### src/rtl/posit_encoder_8_bit.sv
// posit_encoder_8_bit
//   Packs decoded 8-bit (es=0) posit fields back into a posit word.
//   Two-stage valid/ready pipeline:
//     S1: regime/fraction packing into a 7-bit magnitude, rounding, clamping
//     S2: sign application and special values (output register)
//
// Ports:
//   clk, rst_n     clock, asynchronous active-low reset
//   in_valid       input fields valid          in_ready   encoder can accept
//   in_inf_zero    {inf, zero} special flags   in_sign    1 = negative
//   in_regime      biased regime code (value = code - 7, legal 1..13)
//   in_fraction    fraction bits MSB first, hidden bit excluded
//   in_guard       first bit below in_fraction
//   in_sticky      OR of all bits below guard
//   out_valid      out_posit valid             out_ready  downstream accepts
//   out_posit      encoded posit               out_saturated  result clamped
//
// Build option:
//   POSIT_ENCODER_ROUND_NEAREST_EN  defined: round-to-nearest-even;
//                                   undefined: truncation (guard/sticky ignored)

module posit_encoder_8_bit (
  input  logic       clk,
  input  logic       rst_n,
  input  logic       in_valid,
  output logic       in_ready,
  input  logic [1:0] in_inf_zero,
  input  logic       in_sign,
  input  logic [3:0] in_regime,
  input  logic [4:0] in_fraction,
  input  logic       in_guard,
  input  logic       in_sticky,
  output logic       out_valid,
  input  logic       out_ready,
  output logic [7:0] out_posit,
  output logic       out_saturated
);

  logic       s1_v, s2_v;
  logic       s1_sign, s1_inf, s1_zero, s1_sat;
  logic [6:0] s1_mag;

  logic       s2_adv, s1_load, s2_load;

  assign s2_adv    = !s2_v || out_ready;
  assign in_ready  = !s1_v || s2_adv;
  assign s1_load   = in_valid && in_ready;
  assign s2_load   = s1_v && s2_adv;
  assign out_valid = s2_v;

  // Magnitude build. The regime pattern occupies the top len bits of a
  // 13-bit window; fraction and guard are shifted in directly beneath it,
  // so the kept magnitude is w[12:6], the round bit is w[5] and the
  // remaining bits fold into sticky.
  logic [12:0] pat, w;
  logic [3:0]  shamt;
  logic [6:0]  mag_c;
  logic        sat_c;

`ifdef POSIT_ENCODER_ROUND_NEAREST_EN
  logic        rnd, stk;
  logic [7:0]  sum;
`else
  logic        unused_trunc;
  assign unused_trunc = ^{w[5:0], in_sticky};
`endif

  always_comb begin
    pat = '0;
    for (int unsigned i = 0; i < 13; i++) begin
      if (in_regime >= 4'd7) begin
        if (i < 32'(in_regime) - 32'd6) pat[12-i] = 1'b1;
      end else begin
        if (i == 32'd7 - 32'(in_regime)) pat[12-i] = 1'b1;
      end
    end
    // shamt = 7 - len; len = code-5 (r >= 0) or 8-code (r < 0)
    shamt = (in_regime >= 4'd7) ? (4'd12 - in_regime) : (in_regime - 4'd1);
    w     = pat | ({7'b0, in_fraction, in_guard} << shamt);

`ifdef POSIT_ENCODER_ROUND_NEAREST_EN
    rnd   = w[5];
    stk   = (|w[4:0]) | in_sticky;
    sum   = {1'b0, w[12:6]} + 8'(rnd & (stk | w[6]));
    if (sum[7]) begin
      mag_c = 7'h7F;
      sat_c = 1'b1;
    end else begin
      mag_c = sum[6:0];
      sat_c = 1'b0;
    end
`else
    mag_c = w[12:6];
    sat_c = 1'b0;
`endif

    if (in_regime == 4'd0) begin
      mag_c = 7'h01;
      sat_c = 1'b1;
    end else if (in_regime >= 4'd14) begin
      mag_c = 7'h7F;
      sat_c = 1'b1;
    end else if (in_regime == 4'd13) begin
      mag_c = 7'h7F;
`ifdef POSIT_ENCODER_ROUND_NEAREST_EN
      sat_c = (|in_fraction) | in_guard | in_sticky;
`else
      sat_c = |in_fraction;
`endif
    end
  end

  always_ff @(posedge clk or negedge rst_n) begin
    if (!rst_n) begin
      s1_v          <= 1'b0;
      s1_sign       <= 1'b0;
      s1_inf        <= 1'b0;
      s1_zero       <= 1'b0;
      s1_sat        <= 1'b0;
      s1_mag        <= '0;
      s2_v          <= 1'b0;
      out_posit     <= '0;
      out_saturated <= 1'b0;
    end else begin
      if (s1_load) begin
        s1_v    <= 1'b1;
        s1_sign <= in_sign;
        s1_inf  <= in_inf_zero[1];
        s1_zero <= in_inf_zero[0];
        s1_sat  <= sat_c;
        s1_mag  <= mag_c;
      end else if (s2_load) begin
        s1_v <= 1'b0;
      end

      if (s2_load) begin
        s2_v <= 1'b1;
        if (s1_inf) begin
          out_posit     <= 8'h80;
          out_saturated <= 1'b0;
        end else if (s1_zero) begin
          out_posit     <= 8'h00;
          out_saturated <= 1'b0;
        end else begin
          out_posit     <= s1_sign ? (8'd0 - {1'b0, s1_mag}) : {1'b0, s1_mag};
          out_saturated <= s1_sat;
        end
      end else if (out_ready) begin
        s2_v <= 1'b0;
      end
    end
  end

endmodule

### config.mk
export PLATFORM = sky130hd
export DESIGN_NAME = posit_encoder_8_bit
export DESIGN_NICKNAME = d
export VERILOG_FILES = /design/src/rtl/posit_encoder_8_bit.sv
export SDC_FILE = /design/constraint.sdc
export NUM_CORES = 1
export LEC_CHECK = 0
export ABC_CLOCK_PERIOD_IN_PS = 2000
export BUFFER_PORTS_ARGS = -buffer_cell sky130_fd_sc_hd__buf_2
export CORE_AREA = 3 3 71 66
export DETAILED_ROUTE_END_ITERATION = 8
export DIE_AREA = 0 0 74 69
export GPL_TIMING_DRIVEN = 0
export PLACE_DENSITY = 0.67
export SLEW_MARGIN = 20
export SYNTH_ARGS = -nofsm -noshare
export SYNTH_HDL_FRONTEND = slang
export SYNTH_SLANG_ARGS = --single-unit
### constraint.sdc
create_clock -name clk -period 2 [get_ports clk]
set_clock_uncertainty 0.1 [all_clocks]
set_input_delay 0.4 -clock clk [delete_from_list [all_inputs] [get_ports clk]]
set_output_delay 0.4 -clock clk [all_outputs]
set_load 0.05 [all_outputs]
# Word-level counts from Yosys, hierarchy flattened
# Cells that the tools add are included.
[totals]
word_cells = 110
output_inout_bits = 11
register_bits = 22
inputBits = 18
[classes]
shift = 1
bitwise = 1
n_reduce_logical = 11
n_addsub = 5
magnitude_cmp = 15
mux = 55
eq_ne = 13
[ops]
columns = ["operator", "n"]
rows = [
  ["equality test 4 x 32 -> 1 bit, first input constant", 5],
  ["< comparator 4 x 32 -> 1 bit, first input constant", 5],
  ["equality test 3 x 32 -> 1 bit, first input constant", 4],
  ["< comparator 3 x 32 -> 1 bit, first input constant", 4],
  ["equality test 2 x 32 -> 1 bit, first input constant", 2],
  ["< comparator 1 x 32 -> 1 bit, first input constant", 2],
  ["< comparator 2 x 32 -> 1 bit, first input constant", 2],
  ["two-way mux 1 bit", 48],
  ["equality test 1 x 32 -> 1 bit, first input constant", 1],
  ["logical NOT 32 bit", 1],
  ["two-way mux 8 bit", 3],
  ["two-way mux 7 bit", 3],
  ["bitwise OR 13 bit", 1],
  ["left shift 6 x 4 -> 13 bit", 1],
  ["subtractor 1 x 7 -> 8 bit, first input constant", 1],
  ["OR reduction 5 bit", 1],
  ["subtractor 3 x 4 -> 5 bit, first input constant", 1],
  ["subtractor 4 x 3 -> 5 bit, second input constant", 1],
  ["equality test 4 bit, second input constant", 1],
  [">= comparator 4 x 3 -> 1 bit, second input constant", 1],
  [">= comparator 4 bit, second input constant", 1],
  ["logical NOT 4 bit", 1],
  ["two-way mux 4 bit", 1],
  ["nonzero test 2 bit", 2],
  ["other kinds (5)", 8],
]

# Logic depth before layout (Yosys ltp)
[depth]
depth_word = 8
ltp_mapped = 11
ltp_nobuf = 8

# Worst setup path before layout
# Ideal clock, no wire load.
[synth_timing]
path_type = "input to register"
start = "input in_regime[0]"
end = "register s1_mag[3]"
setup_time_ns = 0.126
slack_ns = -0.548
t_required_ns = 1.774
t_arrival_ns = 2.322
n_path_buf = 3
path_stages = 9
cell_sequence = "buf_4 inv_1 clkbuf_1 ha_1 buf_2 and3_1 a311o_1 a32o_1 a221o_1"
[synth_via]
elab_chain_cells = 8
word_cells_on_any_way = 19
cone_classes = "add/sub (4); order compare (3); eq/ne (2); shift (1); mux (7); bitwise (1); reduce/logical (1)"
[synth_lines]
columns = ["item", "line_no", "text"]
rows = [
  ["start: declaration", "29", "input logic [3:0] in_regime,"],
  ["subtractor 4 x 3 -> 5 bit or subtractor 3 x 4 -> 5 bit (tied branches)", "72, 74", ""],
  ["< comparator 2 x 32 -> 1 bit or equality test 2 x 32 -> 1 bit (tied branches)", "72, 74", ""],
  ["two-way mux 1 bit (on tied branches)", "72, 74", ""],
  ["two-way mux 1 bit", "71", "if (in_regime >= 4'd7) begin"],
  ["bitwise OR 13 bit", "79", "w = pat | ({7'b0, in_fraction, in_guard} << shamt);"],
  ["two-way mux 7 bit", "103", "end else if (in_regime == 4'd13) begin"],
  ["two-way mux 7 bit", "100", "end else if (in_regime >= 4'd14) begin"],
  ["two-way mux 7 bit (*)", "97", "if (in_regime == 4'd0) begin"],
  ["end signal: assignment", "131", "s1_mag <= mag_c;"],
  ["end: declaration", "41", "logic [6:0] s1_mag;"],
]
# Every way passes the cells marked *; elsewhere a longest branch is shown, timed or not.
# A chain may end at the register's enable or synchronous reset.

# Worst setup path in the final report
[layout_timing]
start = "input in_regime[0]"
end = "register s1_mag[2]"
[layout_via]
elab_chain_cells = 8
word_cells_on_any_way = 19
cone_classes = "add/sub (4); order compare (3); eq/ne (2); shift (1); mux (7); bitwise (1); reduce/logical (1)"
[layout_lines]
columns = ["item", "line_no"]
rows = [
  ["subtractor 4 x 3 -> 5 bit or subtractor 3 x 4 -> 5 bit (tied branches)", "72, 74"],
  ["< comparator 3 x 32 -> 1 bit or equality test 3 x 32 -> 1 bit (tied branches)", "72, 74"],
  ["two-way mux 1 bit (on tied branches)", "72, 74"],
  ["two-way mux 1 bit", "71"],
  ["bitwise OR 13 bit", "79"],
  ["two-way mux 7 bit", "103"],
  ["two-way mux 7 bit", "100"],
  ["two-way mux 7 bit (*)", "97"],
]
# Marks and branches as above.

==> flow_metrics.env <==
export IMPL_io_pins=29
export IMPL_slew_headroom_pct=63.7
export IMPL_place_ws_ns=-0.762
export IMPL_fmax_mhz=484
export IMPL_leakagePower_nw=1.11
export IMPL_cts_buffer_depth=2
export IMPL_setup_ws_ns=-0.0655
export IMPL_cts_reportedPaths_clkPinSlew_ns=0.08
export IMPL_finalCritPeriodShare_pct=103
export IMPL_crit_chain="buf_8 -> ha_2 -> buf_6 -> nor2b_1 -> mux2_4 -> a32oi_4 -> nor2_4 -> buf_4 -> a211oi_1 -> o21ai_1"
export IMPL_synth_top_area_cell="dfrtp_1"
export IMPL_finalSetupViolCount=6
export IMPL_tns_ns=-0.287
export IMPL_synthCells=244
export IMPL_grt_use_met1_pct=32.2
export IMPL_die_area_mm2=0.00511
export IMPL_nets=322
export IMPL_first_pass_iters=7
export IMPL_ant_nets=0
export IMPL_run_status="complete, but fails checks"
export IMPL_grt_antenna_before_repair=0
export IMPL_tightestPinTransition_ns=0.544
export IMPL_grt_max_degree=23
export IMPL_grt_overflow=0
export IMPL_combPwrFrac_pct=43.8
export IMPL_via_count=1985
export IMPL_synth_async_sr_flop_share_pct=100
export IMPL_use_met2_pct=30.8
export IMPL_critPathSlowestCell="a32oi_4"
export IMPL_worstSetupStartpointType="input pin"
export IMPL_cts_sinks=22
export IMPL_grt_total_usage_pct=20.7
export IMPL_rows=22
export IMPL_critPathArrivalTime_ns=2.11
export IMPL_syn_avg_cell_area_um2=7.77
export IMPL_finalHoldViolations=0
export IMPL_ys_seq_area_share_pct=29.0
export IMPL_clk_latency_ns=0.27
export IMPL_synth_edff_count=0
export IMPL_synth_seq_cells=22
export IMPL_layout_commonest_cell="nand2_1"
export IMPL_grt_pass1_vias=1777
export IMPL_wl_um=5250
export IMPL_slew_violations=0
export IMPL_hpwl_um=3580
export IMPL_die_h_um=69
export IMPL_top_usage_layer="met1"
export IMPL_yosys_top_cells_area="dfrtp_1, nand2_1, ha_1"
export IMPL_wl_per_cell_um=15.4
export IMPL_grt_setup_unrepaired="true"
export IMPL_drive_above_1_share_pct=31.3
export IMPL_endpoint_kind="flip-flop"
export IMPL_violations="negative setup slack"
export IMPL_drc=0
export IMPL_syn_nets=271
export IMPL_synth_main_ff_cell="dfrtp_1"
export IMPL_yosysUniqueCellTypes=50
export IMPL_vdd_drop_max_mv=0.395
export IMPL_final_min_clock_period_ns=2.07
export IMPL_vias_per_cell=5.80
export IMPL_switchingPower_uw=711
export IMPL_cp_required_ns=2.05
export IMPL_clkPwrFrac_pct=23.2
export IMPL_mostFrequentLayoutCells="nand2_1, buf_2, buf_4, dfrtp_1, o21ai_0"
export IMPL_fp_coreArea_mm2=0.00405
export IMPL_area_delta_synth_final_pct=34.4
export IMPL_drt_iter0_markers=167
export IMPL_yosys_area_top_type_share_pct=29.0
export IMPL_power_frac_seq_pct=32.9
export IMPL_finalWeightedCongestion=0.865
export IMPL_power_density_mw_per_mm2=708
export IMPL_h_tree_depth=1
export IMPL_die_width_um=74
export IMPL_synth_area_mm2=0.00190
export IMPL_numCtsBuffers=3
export IMPL_internal_power_mw=1.09
export IMPL_cp_slowest_stage_delay_ns=0.28
export IMPL_numPortBuffers=26
export IMPL_p_sw_share_pct=39.4
export IMPL_tritoncts="done"
export IMPL_hp_class="input pin to flip-flop"
export IMPL_root_buffer="clkbuf_8"
export IMPL_power_total_mw=1.80
export IMPL_critical_path_class="input pin to flip-flop"
export IMPL_grt_pass1_wl_um=8650
export IMPL_num_antenna_cells=0
export IMPL_ys_warn_count=0
export IMPL_drv_cap=0
export IMPL_met3_usage_pct=3.21
export IMPL_path_max_fanout=5
export IMPL_initial_core_util_pct=46.9
==> synthesized netlist by cell type, types with 2 or more instances <==
cell type	instances
a31oi_1	4
a221oi_1	5
nand3_1	3
a221o_1	3
dfrtp_1	22
and2_1	2
clkbuf_1	8
a21oi_1	17
nor4_1	2
nor3_1	6
o221ai_1	3
nor2b_1	3
a21boi_0	3
and3_1	2
buf_2	4
o211ai_1	2
a21o_1	3
ha_1	9
o21ai_0	21
xor2_1	4
o22ai_1	3
nand3b_1	2
a311oi_1	2
inv_1	8
o31ai_1	2
nor3b_1	2
nand2b_1	5
nor2_1	14
a211oi_1	3
nand2_1	50
or3_1	2
xnor2_1	2
mux2i_1	6
==> through the flow <==
stage	util (%)	instance area, µm²	hold WS, ns	std cells
4_1_cts	61.5	2490	0.212	340
2_1_floorplan	-	1990	0.00441	244
6_report	63.0	2550	0.219	342
5_1_grt	63.0	2550	0.212	342
3_5_place_dp	54.0	2180	0.285	318
3_3_place_gp	54.0	2180	0.290	318
==> what timing repair did <==
action,CTS,global route
hold endpoints to repair,16,0
endpoints found under the setup margin,7,7
gates resized for setup,27,18
hold buffers,1,0
setup buffers,18,4
pin swaps,12,14
==> per-layer routing <==
metal  vias up  wire, µm
met5         -         0
met4         0        43
met3         9       292
met2        61      2400
met1       932      2520
li1        983         -
==> worst max-delay path: cells and delay by family <==
| family | cells | cell delay (ns) |
|---|---|---|
| AO/OA/AOI/OAI | 3 | 0.67 |
| buffers and inverters | 3 | 0.39 |
| multiplexers | 1 | 0.27 |
| AND/OR/NAND/NOR | 2 | 0.20 |
| adder cells (fa/ha/maj) | 1 | 0.17 |
==> sequential cells by signal, indices dropped and copies added (netlist names) <==
register       cells
s1_sat             1
out_saturated      1
s1_v               1
s1_inf             1
s1_mag             7
out_valid          1
out_posit          8
s1_sign            1
s1_zero            1
==> power groups by stage <==
stage                     Clock (mW)  Sequential [mW]  Combinational (mW)
after floorplan                    0            0.746               0.377
after global placement             0            0.600               0.695
after detailed placement           0            0.602               0.700
after CTS                      0.428            0.593               0.761
after global routing           0.447            0.608               0.860
final                          0.419            0.594               0.791
==> logic make-up (layout without fill, tap and decap cells) <==
group	after synthesis	after routing	share of synthesized area [%]
buffers and inverters	23	73	5.41
AOI/OAI and AO/OA	80	80	28.2
adders and majority gates	9	9	5.94
DFF	22	22	29.0
xor gates and xnor gates	7	7	3.63
and+or+nand+nor	95	95	22.6
muxes	8	8	5.14
==> path summary, 6_finish.rpt <==
| kind | slack [ns] | endpoint | start | depth (start not counted) |
|---|---|---|---|---|
| setup reg to reg | 0.17 | s1_mag[0] | s1_v | 6 |
| max in group asynchronous | 0.92 | out_valid | rst_n | 2 |
| setup / recovery | -0.07 | s1_mag[2] | in_regime[0] | 10 |
| hold / removal | 0.22 | s1_inf | in_inf_zero[1] | 3 |
| hold reg to reg | 0.38 | out_posit[2] | out_posit[2] | 2 |
| min in group asynchronous | 0.52 | out_posit[1] | rst_n | 2 |
==> final cells by class <==
type	instances	area [µm²]
fill	333	1500
sequential	22	552
clock inverter	1	30.0
tap	48	60.1
multi-input combinational	199	1390
clock buffer	3	41.3
timing repair buffer	49	348
buffer	11	86.3
inverter	9	45.0
Note: power is estimated with default switching activity, not from simulation.
